<file path="src/rtl/lpc_io_target.sv">
// lpc_io_target: LPC I/O target. Decodes host I/O read/write cycles inside a
// configurable address window, hands each accepted cycle to a local register
// port via a one-clock strobe and sticky ready handshake, and answers the host
// with long-wait SYNC while the local side is busy or error SYNC on timeout.
module lpc_io_target #(
  parameter logic [15:0] BASE_ADDR = 16'h0080,
  parameter logic [15:0] ADDR_MASK = 16'hFFF0,
  parameter int unsigned MAX_WAIT  = 8
) (
  input  logic        clk_i,
  input  logic        rst_i,
  input  logic        lframe_i,
  input  logic [3:0]  lad_i,
  output logic [3:0]  lad_o,
  output logic        lad_oe_o,
  output logic [15:0] addr_o,
  output logic [7:0]  wdata_o,
  output logic        rd_o,
  output logic        wr_o,
  input  logic [7:0]  rdata_i,
  input  logic        ready_i,
  output logic        err_o,
  output logic [4:0]  state_o
);

  localparam int unsigned   CW         = $clog2(MAX_WAIT + 1);
  localparam logic [CW-1:0] WAIT_LIMIT = CW'(MAX_WAIT);

  localparam logic [3:0] NIB_START  = 4'b0000;
  localparam logic [3:0] CT_IO_RD   = 4'b0000;
  localparam logic [3:0] CT_IO_WR   = 4'b0010;
  localparam logic [3:0] SYNC_READY = 4'b0000;
  localparam logic [3:0] SYNC_LWAIT = 4'b0110;
  localparam logic [3:0] SYNC_ERROR = 4'b1010;
  localparam logic [3:0] NIB_TAR    = 4'b1111;

  typedef enum logic [4:0] {
    ST_IDLE    = 5'd0,
    ST_CYCTYPE = 5'd1,
    ST_ADDR0   = 5'd2,
    ST_ADDR1   = 5'd3,
    ST_ADDR2   = 5'd4,
    ST_ADDR3   = 5'd5,
    ST_WDAT0   = 5'd6,
    ST_WDAT1   = 5'd7,
    ST_TAR1    = 5'd8,
    ST_TAR2    = 5'd9,
    ST_SYNC    = 5'd10,
    ST_RDAT0   = 5'd11,
    ST_RDAT1   = 5'd12,
    ST_PTAR    = 5'd13,
    ST_IGNORE  = 5'd14
  } state_t;

  state_t        state_q, state_d;
  logic [3:0]    lad_d;
  logic          oe_d, rd_d, wr_d, err_d;
  logic [15:0]   addr_d;
  logic [7:0]    wdata_d;
  logic [7:0]    rdata_q, rdata_d;
  logic [CW-1:0] wait_q, wait_d;
  logic          ready_q, ready_d;
  logic          write_q, write_d;
  logic          ready_now;
  logic [15:0]   addr_next;
  logic          addr_hit;

  assign state_o   = state_q;
  assign ready_now = ready_q | ready_i;
  assign addr_next = {addr_o[15:4], lad_i};
  assign addr_hit  = ((addr_next & ADDR_MASK) == (BASE_ADDR & ADDR_MASK));

  // Next-state and next-output decode; every LAD nibble and strobe is decided one clock ahead so outputs leave flops.
  always_comb begin
    state_d = state_q;
    lad_d   = NIB_TAR;
    oe_d    = 1'b0;
    rd_d    = 1'b0;
    wr_d    = 1'b0;
    err_d   = 1'b0;
    addr_d  = addr_o;
    wdata_d = wdata_o;
    rdata_d = rdata_q;
    wait_d  = wait_q;
    ready_d = ready_q;
    write_d = write_q;

    if (!lframe_i) begin
      if (lad_i == NIB_START) begin
        state_d = ST_CYCTYPE;
        wait_d  = '0;
        ready_d = 1'b0;
      end else if (state_q != ST_IDLE) begin
        state_d = ST_IDLE;
      end
    end else begin
      case (state_q)
        ST_IDLE: state_d = ST_IDLE;
        ST_CYCTYPE: begin
          if (lad_i == CT_IO_RD) begin
            write_d = 1'b0;
            state_d = ST_ADDR0;
          end else if (lad_i == CT_IO_WR) begin
            write_d = 1'b1;
            state_d = ST_ADDR0;
          end else begin
            state_d = ST_IGNORE;
          end
        end
        ST_ADDR0: begin
          addr_d[15:12] = lad_i;
          state_d       = ST_ADDR1;
        end
        ST_ADDR1: begin
          addr_d[11:8] = lad_i;
          state_d      = ST_ADDR2;
        end
        ST_ADDR2: begin
          addr_d[7:4] = lad_i;
          state_d     = ST_ADDR3;
        end
        ST_ADDR3: begin
          addr_d = addr_next;
          if (!addr_hit) begin
            state_d = ST_IGNORE;
          end else if (write_q) begin
            state_d = ST_WDAT0;
          end else begin
            state_d = ST_TAR1;
            rd_d    = 1'b1;
          end
        end
        ST_WDAT0: begin
          wdata_d[3:0] = lad_i;
          state_d      = ST_WDAT1;
        end
        ST_WDAT1: begin
          wdata_d[7:4] = lad_i;
          state_d      = ST_TAR1;
          wr_d         = 1'b1;
        end
        ST_TAR1: begin
          if (ready_i && !ready_q) begin
            ready_d = 1'b1;
            rdata_d = rdata_i;
          end
          state_d = ST_TAR2;
        end
        ST_TAR2, ST_SYNC: begin
          if ((state_q == ST_SYNC) && (lad_o != SYNC_LWAIT)) begin
            oe_d = 1'b1;
            if (write_q) begin
              state_d = ST_PTAR;
              lad_d   = NIB_TAR;
            end else begin
              state_d = ST_RDAT0;
              lad_d   = rdata_q[3:0];
            end
          end else begin
            if (ready_i && !ready_q) begin
              ready_d = 1'b1;
              rdata_d = rdata_i;
            end
            state_d = ST_SYNC;
            oe_d    = 1'b1;
            if (ready_now) begin
              lad_d = SYNC_READY;
            end else if (wait_q == WAIT_LIMIT) begin
              lad_d   = SYNC_ERROR;
              err_d   = 1'b1;
              rdata_d = 8'hFF;
            end else begin
              lad_d  = SYNC_LWAIT;
              wait_d = wait_q + 1'b1;
            end
          end
        end
        ST_RDAT0: begin
          state_d = ST_RDAT1;
          oe_d    = 1'b1;
          lad_d   = rdata_q[7:4];
        end
        ST_RDAT1: begin
          state_d = ST_PTAR;
          oe_d    = 1'b1;
          lad_d   = NIB_TAR;
        end
        ST_PTAR:   state_d = ST_IDLE;
        ST_IGNORE: state_d = ST_IGNORE;
        default:   state_d = ST_IDLE;
      endcase
    end
  end

  // State register and registered outputs, cleared asynchronously by reset.
  always_ff @(posedge clk_i or posedge rst_i) begin
    if (rst_i) begin
      state_q  <= ST_IDLE;
      lad_o    <= 4'hF;
      lad_oe_o <= 1'b0;
      rd_o     <= 1'b0;
      wr_o     <= 1'b0;
      err_o    <= 1'b0;
      addr_o   <= '0;
      wdata_o  <= '0;
      rdata_q  <= '0;
      wait_q   <= '0;
      ready_q  <= 1'b0;
      write_q  <= 1'b0;
    end else begin
      state_q  <= state_d;
      lad_o    <= lad_d;
      lad_oe_o <= oe_d;
      rd_o     <= rd_d;
      wr_o     <= wr_d;
      err_o    <= err_d;
      addr_o   <= addr_d;
      wdata_o  <= wdata_d;
      rdata_q  <= rdata_d;
      wait_q   <= wait_d;
      ready_q  <= ready_d;
      write_q  <= write_d;
    end
  end

endmodule

</file>
<file path="config.mk">
export PLATFORM = sky130hd
export DESIGN_NAME = lpc_io_target
export DESIGN_NICKNAME = d
export VERILOG_FILES = /design/src/rtl/lpc_io_target.sv
export SDC_FILE = /design/constraint.sdc
export NUM_CORES = 1
export LEC_CHECK = 0
export ABC_AREA = 1
export CAP_MARGIN = 20
export CELL_PAD_IN_SITES_DETAIL_PLACEMENT = 0
export CELL_PAD_IN_SITES_GLOBAL_PLACEMENT = 1
export CORE_MARGIN = 5
export CORE_UTILIZATION = 40
export DETAILED_ROUTE_END_ITERATION = 10
export DONT_BUFFER_PORTS = 1
export PLACE_DENSITY = 0.75
export REMOVE_ABC_BUFFERS = 1
export SLEW_MARGIN = 20
export SYNTH_ARGS = -nofsm -noshare
export SYNTH_HDL_FRONTEND = slang
export SYNTH_SLANG_ARGS = --single-unit
</file>
<file path="constraint.sdc">
create_clock -name clk_i -period 3.7 [get_ports clk_i]
set_input_delay 1.11 -clock clk_i [delete_from_list [all_inputs] [get_ports clk_i]]
set_output_delay 1.11 -clock clk_i [all_outputs]
set_load 0.01 [all_outputs]
</file>
==> out/results.txt <==
The number of buffers inserted by port buffering works out to 0. After synthesis, the mean cell area works out to 7.78 sq um. The final clock skew is 0.00338 ns. The post-route netlist has 11.6% of its cells at a drive strength greater than 1. The HPWL after detailed placement is 4670 um.

The clock sink total was 50; the post-synthesis mux area share was 0%. Setup violations remaining at the end of the flow were counted as 0. STA classifies the critical path startpoint as a register. After floorplanning, the core was divided into 30 placement rows. The synthesized netlist devotes 0.323% of its cell area to XOR and XNOR gates. Counting every instance in the synthesized netlist gives 348. The ratio of final minimum period to clock period works out to 56.9%. The analysis attributes to cell leakage a power of 0.00142 uW.

The leftover overflow at the end of global routing came out at 0. For the final core area utilization, the log shows 42.3%. After detailed routing, the number of remaining DRC violations is 0.

The number of antenna diodes in the final layout is 0. The clock transition at the registers of the reported paths is 0.09 ns, and the maximum vdd drop is 0.190 mV. Compared with the post-synthesis result, the final layout area differs by 4.30%. Routability-driven placement congestion ratio: 0.784. The routed via count divided by cell count was 5.16. The first global-routing pass estimated 10,700 um of wire. The logs give 2 for the clock tree buffer depth and 2710 sq um for the total standard cell area after synthesis. Of the total synthesized cell area, the portion taken by AND, OR, NAND and NOR gates is 33.3%.

The kind of critical path is register to primary output. The top fanout value on the critical path came out at 9. Once the clock tree was built, the resizer swapped 0 gates to a different size.

The cell at the root of the clock tree is sky130_fd_sc_hd__clkbuf_8. Setup repair after global routing left no endpoint under its margin. After synthesis the netlist holds a flip-flop and latch count of 50.

In this run, post-CTS hold repair placed 0 buffers. The routed length per placed instance was 14.9 um; the share of synthesized area occupied by flip-flops and latches was 46.4%. The commonest non-fill, non-tap cell in the layout is sky130_fd_sc_hd__nand2_1. Summing the areas of all compound-gate instances in the mapped netlist gives 11.2% of the synthesized area. Buffers inserted during clock tree synthesis total 5. The worst path in the final design needs a cycle of 2.11 ns, including I/O delays and setup. The sum of negative setup slack was 0 ns.

After filler insertion, the fill cell instance count of the layout stands at 680. The die width was 92.3 um. The worst pin sits at a relative slew slack of 42.6%. Global routing consumed, over all layers together, 16.0% of the routing resources. The maximum number of pins on one net before global-route repair came out at 51.

The tools report the number of non-filler instances in the completed layout as 425. In this run the worst hold path is classified as register to register. The tools report the number of antenna violations at the first check in global routing as 0.

For the pin with the worst max-slew slack, the measured transition is 0.861 ns. After layout, the design draws a total of 1840 uW. The area share of fa/ha/maj cells after synthesis came out at 0.924%.

Once the floorplan was initialized, standard cells occupied 40.5% of the core. In this run the vertical extent of the chip is 92.3 um. The logs give 2 for the maximum level of the CTS H-tree and 418 for the number of cells in the design after placement. The tools report the number of pins exceeding their max-slew limit in the final report as 0. For this block, the initial DRC count from the detailed router was 86. Clock latency on the worst-skew pair, taken at its later pin, is 0.30 ns. The final layout contains 363 nets. The tools report the endpoint arrival time on the critical path as 1.00 ns. The power density normalized to cell area is 653 nW/um^2. The buffer count from post-CTS setup fixing was 0. The floorplan step defined a core boundary enclosing 6680 sq um. Data on the critical path is required at its endpoint by 2.59 ns.

The worst hold path begins at wait_q[3]. The number of global-route vias before repair is 2,118. The worst register-to-register path begins at state_o[3].

TritonCTS built the clock tree. The run finished with clean final reports. The die covers 8510 sq um. The tools report the first element of the critical path as state_o[3]. The library cells used most frequently in the layout, excluding fill and tap cells, are 119 x sky130_fd_sc_hd__nand2_1, 46 x sky130_fd_sc_hd__dfrtp_1, 33 x sky130_fd_sc_hd__nand3_1, 33 x sky130_fd_sc_hd__o21ai_0, 28 x sky130_fd_sc_hd__inv_1. For the number of antenna-violating nets in the routed design, the log shows 0. After synthesis, the largest family of logic cells by area is simple AND/OR/NAND/NOR gates. The final route contains 2,193 vias. During synthesis, Yosys emitted a total of 0 warnings. Max-cap violations in this run came to 0. The final layout contains routed wiring with a total length of 6310 um.

Timing would allow up to 0.475 GHz. The worst setup path is captured at a primary output. The top-level port count was 53. The logs give 0 for the hold violation count in the final report and 35 for the count of cell types in the netlist.

For the number of search-and-repair iterations in the first detailed-routing pass, the log shows 5.
==> synthesized netlist by cell type, drive strengths merged <==
library cell / count / area [sq um]
dfrtp: 46 / 1150
or2: 1 / 6.26
o31ai: 2 / 15.0
o221ai: 1 / 8.76
xor2: 1 / 8.76
nor2: 21 / 108
clkbuf: 2 / 7.51
nor4: 1 / 6.26
nand3: 35 / 193
a21oi: 12 / 63.8
conb: 1 / 3.75
o21ai: 41 / 209
inv: 36 / 143
dfstp: 4 / 105
buf: 8 / 60.1
a31oi: 1 / 6.26
nand2: 130 / 568
ha: 2 / 25.0
nor3: 3 / 20.0
==> per-layer routing <==
metal | GRT usage [%] | vias up | wire (um)
met3 | 3.12 | 5 | 306
met5 | 0 | - | 0
met2 | 25.8 | 46 | 3040
met4 | 5.07 | 0 | 56
met1 | 21.6 | 1028 | 2910
li1 | - | 1114 | -
==> sequential cells by signal, summed over array words and instances, names as in the netlist, 4 cells and up <==
signal and flops:
wdata_o 8, addr_o 16, wait_q 4, lad_o 4
rdata_q 8, state_o 4
==> per-stage QoR <==
step	hold WS (ns)	setup slack, ns	area (sq um)
after floorplan	0.483	1.40	2640
final	0.549	1.59	2820
after global placement	0.526	1.66	2740
after CTS	0.557	1.58	2820
after global routing	0.592	1.53	2820
after detailed placement	0.535	1.62	2740
==> worst paths after layout <==
kind,end,depth (start not counted),slack (ns)
min,wait_q[3],2,0.55
max,state_o[3],0,1.59
min in group asynchronous,wdata_o[5],1,0.83
max reg2reg,rdata_q[1],8,1.98
max in group asynchronous,rdata_q[4],1,2.36
min reg2reg,wait_q[3],2,0.55
==> final cells by class <==
class,count,area [sq um],share of cell area [%]
inverter,36,144,5.10
tap,80,100,3.54
multi-input combinational,252,1240,44.0
clock inverter,2,13.8,0.487
sequential,50,1260,44.5
clock buffer,5,68.8,2.44
==> power by group <==
group / switching, uW / internal (uW)
registers: 246 / 709
logic: 366 / 209
clock network: 183 / 131
==> cells by family (layout without fill, tap and decap cells) <==
| family | after synthesis | after routing |
|---|---|---|
| AOI/OAI and AO/OA | 57 | 57 |
| xor gates and xnor gates | 1 | 1 |
| adders and majority gates | 2 | 2 |
| buffers and inverters | 46 | 43 |
| DFF | 50 | 50 |
| other | 1 | 1 |
| and+or+nand+nor | 191 | 191 |
Note: power is estimated with default switching activity, not from simulation.
==> patch: new RTL, config.mk and constraints unchanged <==
Reset style: synchronous (`rst_i`), changed in one clocked block. Comments in the files are not updated.
--- a/src/rtl/lpc_io_target.sv
+++ b/src/rtl/lpc_io_target.sv
@@ -193,7 +193,7 @@
   end
 
   // State register and registered outputs, cleared asynchronously by reset.
-  always_ff @(posedge clk_i or posedge rst_i) begin
+  always_ff @(posedge clk_i) begin
     if (rst_i) begin
       state_q  <= ST_IDLE;
       lad_o    <= 4'hF;
Formal check against the unedited RTL: differs if rst_i is asserted again (counterexample within 4 cycles, from zero or initial values and one cycle with rst_i high); with rst_i held inactive, the same outputs for 10 cycles.
==> patch against the original RTL <==
  * Routed wire length decreased by 9.2%
  * Sequential cell count is the same
  * Worst setup slack gained 0.17 ns
  * Critical endpoint unchanged
  * Fmax rose by 9.0%
  * Area after synthesis down 15%
  * Register-to-register slack improved by 0.12 ns
  * Highest routed layer unchanged
  * Final area decreased by 13%
Power is not compared: it rests on default switching activity, and its combinational part moved more than twofold at a synthesized area within 25%.
==> patch: results (changes against the original RTL) <==
reg-to-reg slack, setup = 2.10 ns (was 1.98 ns)
sequential cell area share = 40.8% (was 44.5%)
synth cell count leaders = nand2_1 (82), dfxtp_1 (50), a21oi_1 (44), nor2_1 (37), nand3_1 (26) (was nand2_1 (119), dfrtp_1 (46), nand3_1 (33), o21ai_0 (33), inv_1 (29))
hold path endpoint = rdata_q[1]$_SDFFE_PP0P_ (was wait_q[3]$_DFFE_PP0P_)
largest net degree at the start of global routing = 29 (was 51)
area grow syn2layout = 6.52% (was 4.30%)
placed cell area = 2350 sq um (was 2740 sq um)
Post-Route WL = 5.73 mm (was 6.31 mm)
clk tree area frac = 4.28% (was 2.92%)
crit path DAT = 0.82 ns (was 1.00 ns)
Netlist cell types = 31 (was 35)
worst slack at placement = 1.52 ns (was 1.62 ns)
register area = 1000 sq um (was 1260 sq um)
final std cells w/o fill = 398 (was 425)
xor and xnor area share after synthesis = 0.760% (was 0.323%)
GRT met1 Usage = 21.3% (was 21.6%)
number of global-route vias before repair = 1952 (was 2118)
status = completed (unchanged)
worst r2r path cells = 5 (was 8)
Max-slew headroom = 54.8% (was 42.6%)
Synth area leaders = dfxtp_1 (43%), nand2_1 (13%), a21oi_1 (9.6%) (was dfrtp_1 (43%), nand2_1 (16%), nand3_1 (6.1%))
Synth Flop Type = dfxtp_1 (was dfrtp_1)
number of placed instances with taps included = 390 (was 418)
met3 Usage GRT = 3.94% (was 3.12%)
Fin Hold WS = 0.469 ns (was 0.549 ns)
first-pass GRT wire length = 9.63 mm (was 10.7 mm)
multi-input gates = 240 (was 252)
layout cell share with drive strength beyond 1 = 8.59% (was 11.6%)
sequential share of the synthesized area = 43.5% (was 46.4%)
crit path max fanout = 6 (was 9)
First DRT Iteration DRCs = 162 (was 86)
-- patch: how the worst max path moves through the flow --
stage | from | slack, ns | endpoint
floorplan | ready_i | 1.79 | rdata_q[0]$_SDFFE_PP0P_
global placement | ready_i | 1.56 | rdata_q[3]$_SDFFE_PP0P_
detailed placement | ready_i | 1.52 | rdata_q[3]$_SDFFE_PP0P_
CTS | state_o[3]$_SDFFE_PP0P_ | 1.76 | state_o[3]
global route | lframe_i | 1.73 | lad_o[1]$_SDFF_PP1_
finish | state_o[3]$_SDFFE_PP0P_ | 1.77 | state_o[3]
-- patch: cells by family after synthesis --
family                     Yosys count
AOI/OAI and AO/OA                   64
xor gates and xnor gates             2
adders and majority gates            2
buffers and inverters               37
DFF                                 50
other                                1
and+or+nand+nor                    171
-- patch: routing by layer --
metal,up-vias,part of all wire [%]
met5,-,0
met4,0,0.91
met3,5,5.3
met2,45,47
met1,884,47
li1,1060,-
